**config.mk**
```make
export PLATFORM = sky130hd
export DESIGN_NAME = control_mc
export DESIGN_NICKNAME = d
export VERILOG_FILES = /design/src/rtl/control_mc.sv
export SDC_FILE = /design/constraint.sdc
export NUM_CORES = 1
export LEC_CHECK = 0
export CAP_MARGIN = 15
export CORE_MARGIN = 3
export CORE_UTILIZATION = 45
export CTS_CLUSTER_DIAMETER = 50
export CTS_CLUSTER_SIZE = 12
export DETAILED_ROUTE_END_ITERATION = 10
export HOLD_SLACK_MARGIN = 0.15
export PLACE_DENSITY = 0.84
export SLEW_MARGIN = 20
export SYNTH_ARGS = -nofsm -noshare
export SYNTH_HDL_FRONTEND = slang
export SYNTH_SLANG_ARGS = --single-unit
```
**constraint.sdc**
```tcl
create_clock -name CLK -period 2.1 [get_ports CLK]
set_input_delay 0.21 -clock CLK [delete_from_list [all_inputs] [get_ports CLK]]
set_output_delay 0.21 -clock CLK [all_outputs]
set_load 0.005 [all_outputs]
```
**src/rtl/control_mc.sv**
```systemverilog
// control_mc: multi-cycle control FSM for the 16-bit processor.
// Sequences fetch/decode/execute/memory/writeback from the IR opcode, stalls
// on the memory ready handshake, traps on illegal opcodes or wait timeouts,
// and counts retired instructions.
module control_mc #(
    parameter int OPW           = 7,
    parameter int MEM_HANDSHAKE = 1,
    parameter int MEM_TIMEOUT   = 15,
    parameter int CNTW          = 16
) (
    input  logic            CLK,
    input  logic            Reset_n,
    input  logic [OPW-1:0]  input_control,
    input  logic            MemReady,
    output logic            output_control_Branch,
    output logic            output_control_IoD,
    output logic            output_control_IRWrite,
    output logic            output_control_Mem2Reg,
    output logic            output_control_MemR,
    output logic            output_control_MemW,
    output logic            output_control_PCSrc,
    output logic            output_control_PCWrite,
    output logic            output_control_RegWrite,
    output logic [1:0]      output_control_ALUSrcA,
    output logic [1:0]      output_control_ALUSrcB,
    output logic [1:0]      output_control_BranchType,
    output logic [3:0]      output_control_ALUOp,
    output logic [3:0]      output_control_current_state,
    output logic [3:0]      output_control_next_state,
    output logic            Trap,
    output logic [CNTW-1:0] InstrCount
);

    localparam int WW = (MEM_TIMEOUT > 0) ? $clog2(MEM_TIMEOUT + 1) : 1;

    typedef enum logic [3:0] {
        S_FETCH = 4'd0,  S_DECODE = 4'd1,  S_RTYPE = 4'd2,  S_RITYPE = 4'd3,
        S_RTEND = 4'd4,  S_LW1    = 4'd5,  S_LW2   = 4'd6,  S_SW     = 4'd7,
        S_JALR  = 4'd8,  S_BR     = 4'd9,  S_BR2   = 4'd10, S_JAL    = 4'd11,
        S_LW3   = 4'd12, S_TRAP   = 4'd13
    } state_t;

    typedef struct packed {
        logic       branch, iod, mem2reg, memr, memw, pcsrc, pcwrite, regwrite;
        logic [1:0] alusrca, alusrcb, brtype;
        logic [3:0] aluop;
        logic       trap;
    } ctl_t;

    state_t          state_q, state_d;
    ctl_t            ctl_q;
    logic [WW-1:0]   wcnt_q, wcnt_d;
    logic [CNTW-1:0] icnt_q;
    logic            rdy, timeout, retire;
    logic [2:0]      cls;
    logic [3:0]      func;

    assign rdy  = (MEM_HANDSHAKE != 0) ? MemReady : 1'b1;
    assign cls  = input_control[OPW-1:OPW-3];
    assign func = input_control[3:0];

    // Moore control word for a state; IRWrite and Fetch's PCWrite are gated by ready outside.
    function automatic ctl_t moore(input state_t s, input logic [3:0] f);
        ctl_t c;
        c = '0;
        case (s)
            S_FETCH:  c.alusrcb = 2'b01;
            S_DECODE: c.alusrcb = 2'b11;
            S_RTYPE:  begin c.alusrca = 2'b01; c.aluop = f; end
            S_RITYPE: begin c.alusrca = 2'b01; c.alusrcb = 2'b10; c.aluop = f; end
            S_RTEND:  c.regwrite = 1'b1;
            S_LW1:    begin c.alusrca = 2'b01; c.alusrcb = 2'b10; end
            S_LW2:    begin c.iod = 1'b1; c.memr = 1'b1; end
            S_LW3:    begin c.regwrite = 1'b1; c.mem2reg = 1'b1; end
            S_SW:     begin c.iod = 1'b1; c.memw = 1'b1; end
            S_BR:     begin c.alusrca = 2'b01; c.aluop = 4'b0001; end
            S_BR2:    begin c.branch = 1'b1; c.pcsrc = 1'b1; c.brtype = f[1:0]; end
            S_JAL:    begin c.pcsrc = 1'b1; c.pcwrite = 1'b1; c.regwrite = 1'b1; end
            S_JALR:   begin
                c.pcsrc = 1'b1; c.pcwrite = 1'b1; c.regwrite = 1'b1;
                c.alusrca = 2'b01; c.alusrcb = 2'b10;
            end
            S_TRAP:   c.trap = 1'b1;
            default:  c = '0;
        endcase
        return c;
    endfunction

    // Next-state decode, wait counter update and retirement detection.
    always_comb begin
        state_d = state_q;
        timeout = (MEM_TIMEOUT != 0) && !rdy && (wcnt_q == WW'(MEM_TIMEOUT));
        case (state_q)
            S_FETCH:  state_d = rdy ? S_DECODE : (timeout ? S_TRAP : S_FETCH);
            S_DECODE: begin
                case (cls)
                    3'b001:         state_d = S_RTYPE;
                    3'b010:         state_d = S_RITYPE;
                    3'b011, 3'b100: state_d = S_LW1;
                    3'b101:         state_d = S_BR;
                    3'b110:         state_d = S_JAL;
                    3'b111:         state_d = S_JALR;
                    default:        state_d = S_TRAP;
                endcase
            end
            S_RTYPE, S_RITYPE: state_d = S_RTEND;
            S_RTEND:  state_d = S_FETCH;
            S_LW1:    state_d = (cls == 3'b011) ? S_LW2 : S_SW;
            S_LW2:    state_d = rdy ? S_LW3 : (timeout ? S_TRAP : S_LW2);
            S_LW3:    state_d = S_FETCH;
            S_SW:     state_d = rdy ? S_FETCH : (timeout ? S_TRAP : S_SW);
            S_BR:     state_d = S_BR2;
            S_BR2, S_JAL, S_JALR: state_d = S_FETCH;
            default:  state_d = S_TRAP;
        endcase
        // Count only while stalled in a wait state; entering or completing clears it.
        wcnt_d = ((state_q inside {S_FETCH, S_LW2, S_SW}) && !rdy && (state_d == state_q))
                 ? wcnt_q + 1'b1 : '0;
        retire = (state_d == S_FETCH) &&
                 (state_q inside {S_RTEND, S_LW3, S_SW, S_BR2, S_JAL, S_JALR});
    end

    // State, registered Moore controls, wait counter and retired-instruction count.
    always_ff @(posedge CLK or negedge Reset_n) begin
        if (!Reset_n) begin
            state_q <= S_FETCH;
            ctl_q   <= moore(S_FETCH, 4'd0);
            wcnt_q  <= '0;
            icnt_q  <= '0;
        end else begin
            state_q <= state_d;
            ctl_q   <= moore(state_d, func);
            wcnt_q  <= wcnt_d;
            if (retire) icnt_q <= icnt_q + 1'b1;
        end
    end

    assign output_control_Branch        = ctl_q.branch;
    assign output_control_IoD           = ctl_q.iod;
    assign output_control_IRWrite       = (state_q == S_FETCH) && rdy;
    assign output_control_Mem2Reg       = ctl_q.mem2reg;
    assign output_control_MemR          = ctl_q.memr;
    assign output_control_MemW          = ctl_q.memw;
    assign output_control_PCSrc         = ctl_q.pcsrc;
    assign output_control_PCWrite       = ctl_q.pcwrite | ((state_q == S_FETCH) && rdy);
    assign output_control_RegWrite      = ctl_q.regwrite;
    assign output_control_ALUSrcA       = ctl_q.alusrca;
    assign output_control_ALUSrcB       = ctl_q.alusrcb;
    assign output_control_BranchType    = ctl_q.brtype;
    assign output_control_ALUOp         = ctl_q.aluop;
    assign output_control_current_state = state_q;
    assign output_control_next_state    = state_d;
    assign Trap                         = ctl_q.trap;
    assign InstrCount                   = icnt_q;

endmodule
```
; Yosys cells after proc, flatten, opt, wreduce, memory -nomap -nowiden
; Index checks and enable logic that the tools add are counted.
[op_classes]
n_addsub = 2
bitwise = 1
n_mux = 23
reduce_logical = 20
eq_ne = 34
[op_table]
columns = operator, count
row1 = $eq 4x4->1 const B, 12
row2 = $eq 4x3->1 const B, 8
row3 = $pmux 4 s8, 1
row4 = $mux 4, 7
row5 = $pmux 4 s6, 1
row6 = $add 16x1->16 const B, 1
row7 = $eq 4x2->1 const B, 4
row8 = $eq 3x3->1 const B, 4
row9 = $mux 1, 11
row10 = $reduce_or 2->1, 5
row11 = $reduce_or 5->1, 2
row12 = $eq 4x1->1 const B, 2
row13 = $logic_not 4->1, 2
row14 = $pmux 4 s2, 1
row15 = $eq 3x2->1 const B, 2
row16 = $pmux 2 s3, 1
row17 = $reduce_bool 6->1, 1
row18 = $reduce_or 3->1, 2
row19 = $logic_and 1x1->1, 5
row20 = $add 4x1->4 const B, 1
row21 = $eq 4x4->1, 1
row22 = $reduce_or 4->1, 1
row23 = $eq 3x1->1 const B, 1
row24 = $reduce_bool 3->1, 1
row25 = other kinds (3), 3
[totals]
inputBits = 10
elab_cells = 96
ff_bits = 43

; Longest topological paths before layout
; Gate-level depths: netlist (run 1).
[depth]
depth_word = 8
ltp_mapped = 9
mapped_depth_nobuf = 8

; Worst setup path before layout (run 1)
; OpenSTA, ideal clock, no wires.
[synth_path]
path_kind = register -> output
start = reg wcnt_q[0] (netlist name)
end = out output_control_PCWrite
required_time_ns = 1.890
path_stages_with_launch = 10
slack_ns = 0.092
t_arrival_ns = 1.798
path_cell_list = dfrtp_1 ha_1 a31oi_1 or4_1 and3_1 buf_6 clkinv_4 buf_8 nand2_1 o21bai_1
[synth_lines]
columns = item, line
row1 = end: declaration, 22  ; output logic output_control_PCWrite,

; Final worst setup path (run 1)
[layout_path]
start = reg wcnt_q[0]
end = out output_control_next_state[0]
[layout_between]
elab_chain_cells = 5
elab_cells_between_ends = 7
[layout_lines]
columns = item, line
row1 = start: declaration, 52  ; logic [WW-1:0] wcnt_q, wcnt_d;
row2 = start signal: assignment, 133  ; wcnt_q <= wcnt_d;
row3 = $eq 4x4->1 *, 92  ; timeout = (MEM_TIMEOUT != 0) && !rdy && (wcnt_q == WW'(MEM_TIMEOUT));
row4 = $logic_and 1x1->1 *, 92
row5 = "$mux 4, on equally long branches (2 in series)", "109, 94"
row6 = $pmux 4 s8 *, 93  ; case (state_q)
row7 = end: declaration, 29  ; output logic [3:0] output_control_next_state,
; Mark *: on every way between the ends. The rest lies on a longest branch, timed or not.

==> flow_metrics.py, run 1 <==
metrics = {
    "logic_synthesis": {
        "synth_flop_cell": "dfrtp_1",
        "ys_types": 57,
        "synthCells": 206,
        "synth_top_area_share": 0.474,
        "yosysMostFrequentCell": "dfrtp_1",
        "syn-num-nets": 218,
        "synthTopCellsByArea": "dfrtp_1, xor2_1, buf_4, xnor2_1, nor2_1",
        "synth_area_um2": 2160,
        "synth_top_cell_by_area": "dfrtp_1",
        "yosys_warnings": 0,
        "synth-seq-cells": 42,
        "synth.cells.most_frequent": "dfrtp_1, nor2_1, nand2_1, buf_4, xor2_1",
        "async_reset_ff_frac": 1.00,
        "syn_avg_cell_area_um2": 10.5,
        "ys_seq_area_frac": 0.486,
        "synth-edff-count": 0,
    },
    "routing": {
        "via_count": 2013,
        "wl_um": 6140,
        "drtIter0Drc": 102,
        "first_pass_iters": 5,
        "ant_nets": 0,
        "wire_per_inst_um": 16.7,
        "drc_errors": 0,
        "vias_per_cell": 5.49,
    },
    "critical_path": {
        "critPathArrivalTime_ns": 2.04,
        "critPathKind": "flop to output pin",
        "critPathMaxFanout": 4,
        "r2r_setup_slack_ns": -0.07,
        "end_kind": "output pin",
        "start_kind": "flop",
        "required_ns": 1.89,
    },
    "floorplan": {
        "die_w_um": 75.3,
        "ioPinCount": 54,
        "row_count": 24,
        "dieHeight_um": 75.3,
        "start_util": 0.480,
        "core_area_um2": 4500,
        "dieArea_um2": 5680,
    },
    "global_route": {
        "grt_remaining_overflow": 0,
        "grt_antenna_before_repair": 0,
        "grt_use_met3": 0.0528,
        "gr-usage-met2": 0.368,
        "use_met1": 0.236,
        "grt_usage": 0.210,
        "grt_start_max_net_pins": 43,
        "grt_pass1_vias": 2008,
        "grt_pass1_wl_um": 9020,
        "grt-busiest-layer": "met2",
    },
    "timing": {
        "fmax_mhz": 444,
        "clock-skew-final_ns": 0.00503,
        "rsz0062_at_grt": "true",
        "fin_tns_setup_ns": -0.775,
        "tightest_slew_ns": 0.887,
        "finalSetupViolations": 8,
        "hold_viol_final": 0,
        "whs_ns": 0.475,
        "min_period_over_period": 1.07,
        "finalWorstSetupSlack_ns": -0.152,
        "slew_viol_final": 0,
        "slew-limit-headroom": 0.409,
        "fin_crit_ns": 2.25,
    },
    "power": {
        "switching_share": 0.235,
        "pwr-share-clk": 0.371,
        "switching_power_mw": 0.333,
        "powerDensity_nw_per_um2": 416,
        "combPwrFrac": 0.053,
        "pwr-share-seq": 0.576,
        "p_int_mw": 1.09,
        "p_leak_nw": 1.58,
        "total_power_mw": 1.42,
        "ir_worst_vdd_mv": 0.249,
    },
    "hold_path": {
        "min_path_type": "flop to flop",
    },
    "cells_and_area": {
        "area_growth_pct": 57.6,
        "diodes": 0,
        "fill_cells": 287,
        "multi_input_comb_area_um2": 1110,
        "register_area_um2": 1050,
        "drive_above_1_share": 0.384,
        "nets": 326,
    },
    "cts": {
        "cts_root_buffer": "clkbuf_8",
        "cts_buffers": 5,
        "cts_tree": "done",
        "clock_latency_ns": 0.30,
        "htree_num_levels": 2,
        "cts.sinks": 42,
        "clk_transition_reported_paths_ns": 0.08,
        "clock_path_buffers": 2,
    },
    "flow_run": {
        "drv_cap": 0,
    },
    "place": {
        "gp_congestion": 0.823,
        "io_buffer_count": 52,
        "place_hpwl_um": 3740,
    },
    "run_status": {
        "violations": "negative setup slack",
        "outcome": "complete, but fails checks",
    },
}
## placed cells by master, fill, tap and decap left out, drive strengths merged, types with 2 or more instances in the layout
master,instances
a21oi,4
clkinv,3
and4,2
inv,8
ha,2
nor3,6
dfrtp,41
nor2,20
and2,5
xor2,11
or4,2
a31oi,4
xnor2,9
clkbuf,7
and3,9
nand4,9
o21ai,2
nand2,15
nor2b,3
o211ai,2
or3,2
nand2b,2
buf,72
nand3,8
clkdlybuf4s50,45
## path summary, 6_finish.rpt
check / start / end / cells past startpoint
worst min-delay path: InstrCount[15] / InstrCount[15] / 1
worst max-delay path: wcnt_q[0] / output_control_next_state[0] / 9
min in group asynchronous: Reset_n / output_control_BranchType[0] / 2
max in group asynchronous: Reset_n / output_control_current_state[0] / 2
worst min register to register: InstrCount[15] / InstrCount[15] / 1
worst max register to register: wcnt_q[0] / InstrCount[5] / 11
## per-stage QoR
step	utilization	cell area [um2]	std cells	setup WS, ns
final	0.757	3410	367	-0.152
after CTS	0.713	3210	359	-0.194
after floorplan	-	2160	206	0.0918
after global placement	0.650	2930	336	-0.477
after detailed placement	0.650	2930	336	-0.506
after global routing	0.757	3410	367	-0.195
## state kept, by name (all words and copies together) (netlist names)
signal,count
output_control_ALUSrcB,2
wcnt_q,4
output_control_IoD,1
output_control_MemW,1
output_control_RegWrite,1
output_control_MemR,1
output_control_current_state,4
InstrCount,16
output_control_BranchType,2
output_control_ALUOp,4
output_control_PCSrc,1
ctl_q,1
output_control_Mem2Reg,1
output_control_Branch,1
output_control_ALUSrcA,1
Trap,1
## what timing repair did
action,4_1_cts,5_1_grt
setup buffers,14,8
pin swaps,12,22
endpoints found under the hold margin,41,0
hold buffers,1,0
resized for setup,45,34
endpoints found under the setup margin,17,26
## area by class of cell
cell class / count / area share
Multi-Input combinational cell: 137 / 0.327
Sequential cell: 42 / 0.309
Inverter: 9 / 0.0121
Clock buffer: 6 / 0.0213
Clock inverter: 2 / 0.00404
Tap cell: 52 / 0.0191
Timing Repair Buffer: 119 / 0.308
## power groups by stage
stage                     combinational (mW)  clock (mW)  sequential (mW)
after floorplan                       0.0151           0            0.832
after global placement                0.0659           0            0.832
after detailed placement              0.0677           0            0.832
after CTS                             0.0716       0.527            0.816
after global routing                  0.0821       0.565            0.817
final                                 0.0749       0.527            0.816
## worst max-delay path: stages (launching register included)
cell and delay (ns):
dfrtp_1 0.42, ha_4 0.19, buf_4 0.13, a31o_4 0.22, a31oi_4 0.17, and3_4 0.23
clkinv_4 0.06, buf_6 0.11, buf_6 0.11, buf_6 0.10
## logic make-up after synthesis
family                     after synthesis  share of synthesized area
muxes                                    1                    0.00694
other                                    1                    0.00173
xor gates and xnor gates                20                     0.0810
adders and majority gates                2                     0.0116
buffers and inverters                   27                     0.0862
DFF                                     42                      0.486
and+or+nand+nor                         89                      0.231
AOI/OAI and AO/OA                       24                     0.0954
## metal layers
metal	share of wire	vias up	wire (um)
met5	0	-	0
met4	0.036	0	221
met3	0.054	26	331
met2	0.53	79	3250
met1	0.38	980	2340
li1	-	928	-
Note: power is estimated with default switching activity, not from simulation.
==> run 2: changes to the inputs <==
SKIP_CTS_REPAIR_TIMING = 1   (was default)
SKIP_LAST_GASP = 1   (was default)
==> flow_metrics.py, run 2 (synthesized netlist as in run 1, its figures left out) <==
metrics = {
    "run_status": {
        "outcome": "complete, but fails checks",
        "violations": "negative setup slack",
    },
    "floorplan": {
        "ioPinCount": 54,
        "dieArea_um2": 5680,
        "dieHeight_um": 75.3,
        "die_w_um": 75.3,
        "row_count": 24,
        "start_util": 0.480,
        "core_area_um2": 4500,
    },
    "place": {
        "io_buffer_count": 52,
        "placed_area_um2": 2930,
        "place_ws_ns": -0.506,
        "gp_congestion": 0.823,
        "place_hpwl_um": 3740,
    },
    "power": {
        "p_leak_nw": 1.51,
        "ir_worst_vdd_mv": 0.251,
        "powerDensity_nw_per_um2": 436,
        "total_power_mw": 1.41,
    },
    "timing": {
        "min_period_over_period": 1.11,
        "fmax_mhz": 429,
        "fin_tns_setup_ns": -0.658,
        "finalWorstSetupSlack_ns": -0.231,
        "hold_viol_final": 0,
        "tightest_slew_ns": 0.890,
        "clock-skew-final_ns": 0.00653,
        "finalSetupViolations": 5,
        "slew_viol_final": 0,
        "rsz0062_at_grt": "true",
        "slew-limit-headroom": 0.406,
        "fin_crit_ns": 2.33,
    },
    "routing": {
        "vias_per_cell": 5.24,
        "highest_layer": "met4",
        "ant_nets": 0,
        "first_pass_iters": 4,
        "drc_errors": 0,
        "wl_met1_um": 2320,
        "wl_um": 5600,
        "route.met3.wl_um": 227,
        "wire_per_inst_um": 15.9,
        "drtIter0Drc": 69,
        "routed-wl-met2_um": 2990,
        "via_count": 1838,
    },
    "cells_and_area": {
        "nets": 310,
        "drive_above_1_share": 0.324,
        "register_area_um2": 1050,
        "final_cell_mix": "buf_4, clkdlybuf4s50_1, dfrtp_1",
        "area_growth_pct": 49.3,
        "fin_area_um2": 3230,
        "final_common_cell": "buf_4",
        "fill_cells": 326,
        "multi_input_comb_area_um2": 1070,
        "fin_util": 0.717,
        "largest_register_ffs": 16,
        "diodes": 0,
    },
    "cts": {
        "clk_transition_reported_paths_ns": 0.08,
        "htree_num_levels": 2,
        "cts_root_buffer": "clkbuf_8",
        "clock_path_buffers": 2,
        "clock_latency_ns": 0.30,
        "cts.sinks": 42,
        "cts_tree": "done",
        "cts_buffers": 5,
    },
    "critical_path": {
        "end_kind": "output pin",
        "critPathMaxFanout": 6,
        "critPathKind": "flop to output pin",
        "cp_cell_sequence": "or3_4 > or2_4 > a311o_2 > nand3_4 > o21bai_1 > dlymetal6s2s_1",
        "critPathArrivalTime_ns": 2.12,
        "r2r_setup_slack_ns": 0.02,
        "critPathSlowestCell": "dfrtp_2",
        "required_ns": 1.89,
        "slowest_delay_ns": 0.47,
        "start_kind": "flop",
    },
    "hold_path": {
        "min_path_type": "flop to flop",
    },
    "flow_run": {
        "drv_cap": 0,
    },
    "global_route": {
        "grt_pass1_vias": 1827,
        "grt_start_max_net_pins": 43,
        "grt_remaining_overflow": 0,
        "grt_antenna_before_repair": 0,
        "grt_pass1_wl_um": 8070,
        "grt_usage": 0.184,
    },
}
-- run 2: worst paths after layout --
| path | start | endpoint | cells after the start |
|---|---|---|---|
| worst max-delay path | output_control_current_state[0] | output_control_PCWrite | 6 |
| worst min-delay path | InstrCount[15] | InstrCount[15] | 1 |
| worst max register to register | output_control_current_state[0] | InstrCount[12] | 9 |
| worst min register to register | InstrCount[15] | InstrCount[15] | 1 |
| max in group asynchronous | Reset_n | output_control_current_state[0] | 2 |
| min in group asynchronous | Reset_n | output_control_Mem2Reg | 2 |
-- run 2: critical path, delay by kind of cell (launching register included) --
family / cells / cell delay, ns
AO/OA/AOI/OAI: 2 / 0.49
AND/OR/NAND/NOR: 3 / 0.72
flip-flops: 1 / 0.47
buffers and inverters: 1 / 0.15
-- run 2: metrics by stage --
step | std cells | hold WS, ns
after detailed placement | 336 | 0.394
after global placement | 336 | 0.383
after global routing | 351 | 0.492
after CTS | 344 | 0.0708
after floorplan | 206 | -0.0856
final | 351 | 0.477
-- run 2: layout make-up --
| class | instances | area share |
|---|---|---|
| multi-input combinational | 137 | 0.330 |
| clock inverter | 2 | 0.00426 |
| clock buffer | 6 | 0.0225 |
| inverter | 9 | 0.0128 |
| sequential | 42 | 0.327 |
| timing repair buffer | 103 | 0.283 |
| tap | 52 | 0.0201 |
-- run 2: layer usage --
| metal | GRT usage | vias to the layer above |
|---|---|---|
| met5 | 0 | - |
| met4 | 0.0524 | 0 |
| met3 | 0.0462 | 7 |
| met2 | 0.330 | 49 |
| met1 | 0.218 | 885 |
| li1 | - | 897 |
-- run 2: report_power, final --
part	switching, mW	internal, mW	leakage [nW]
Sequential	0.00429	0.812	0.551
Combinational	0.0348	0.0370	0.917
Clock	0.285	0.235	0.0452
Total	0.324	1.08	1.51
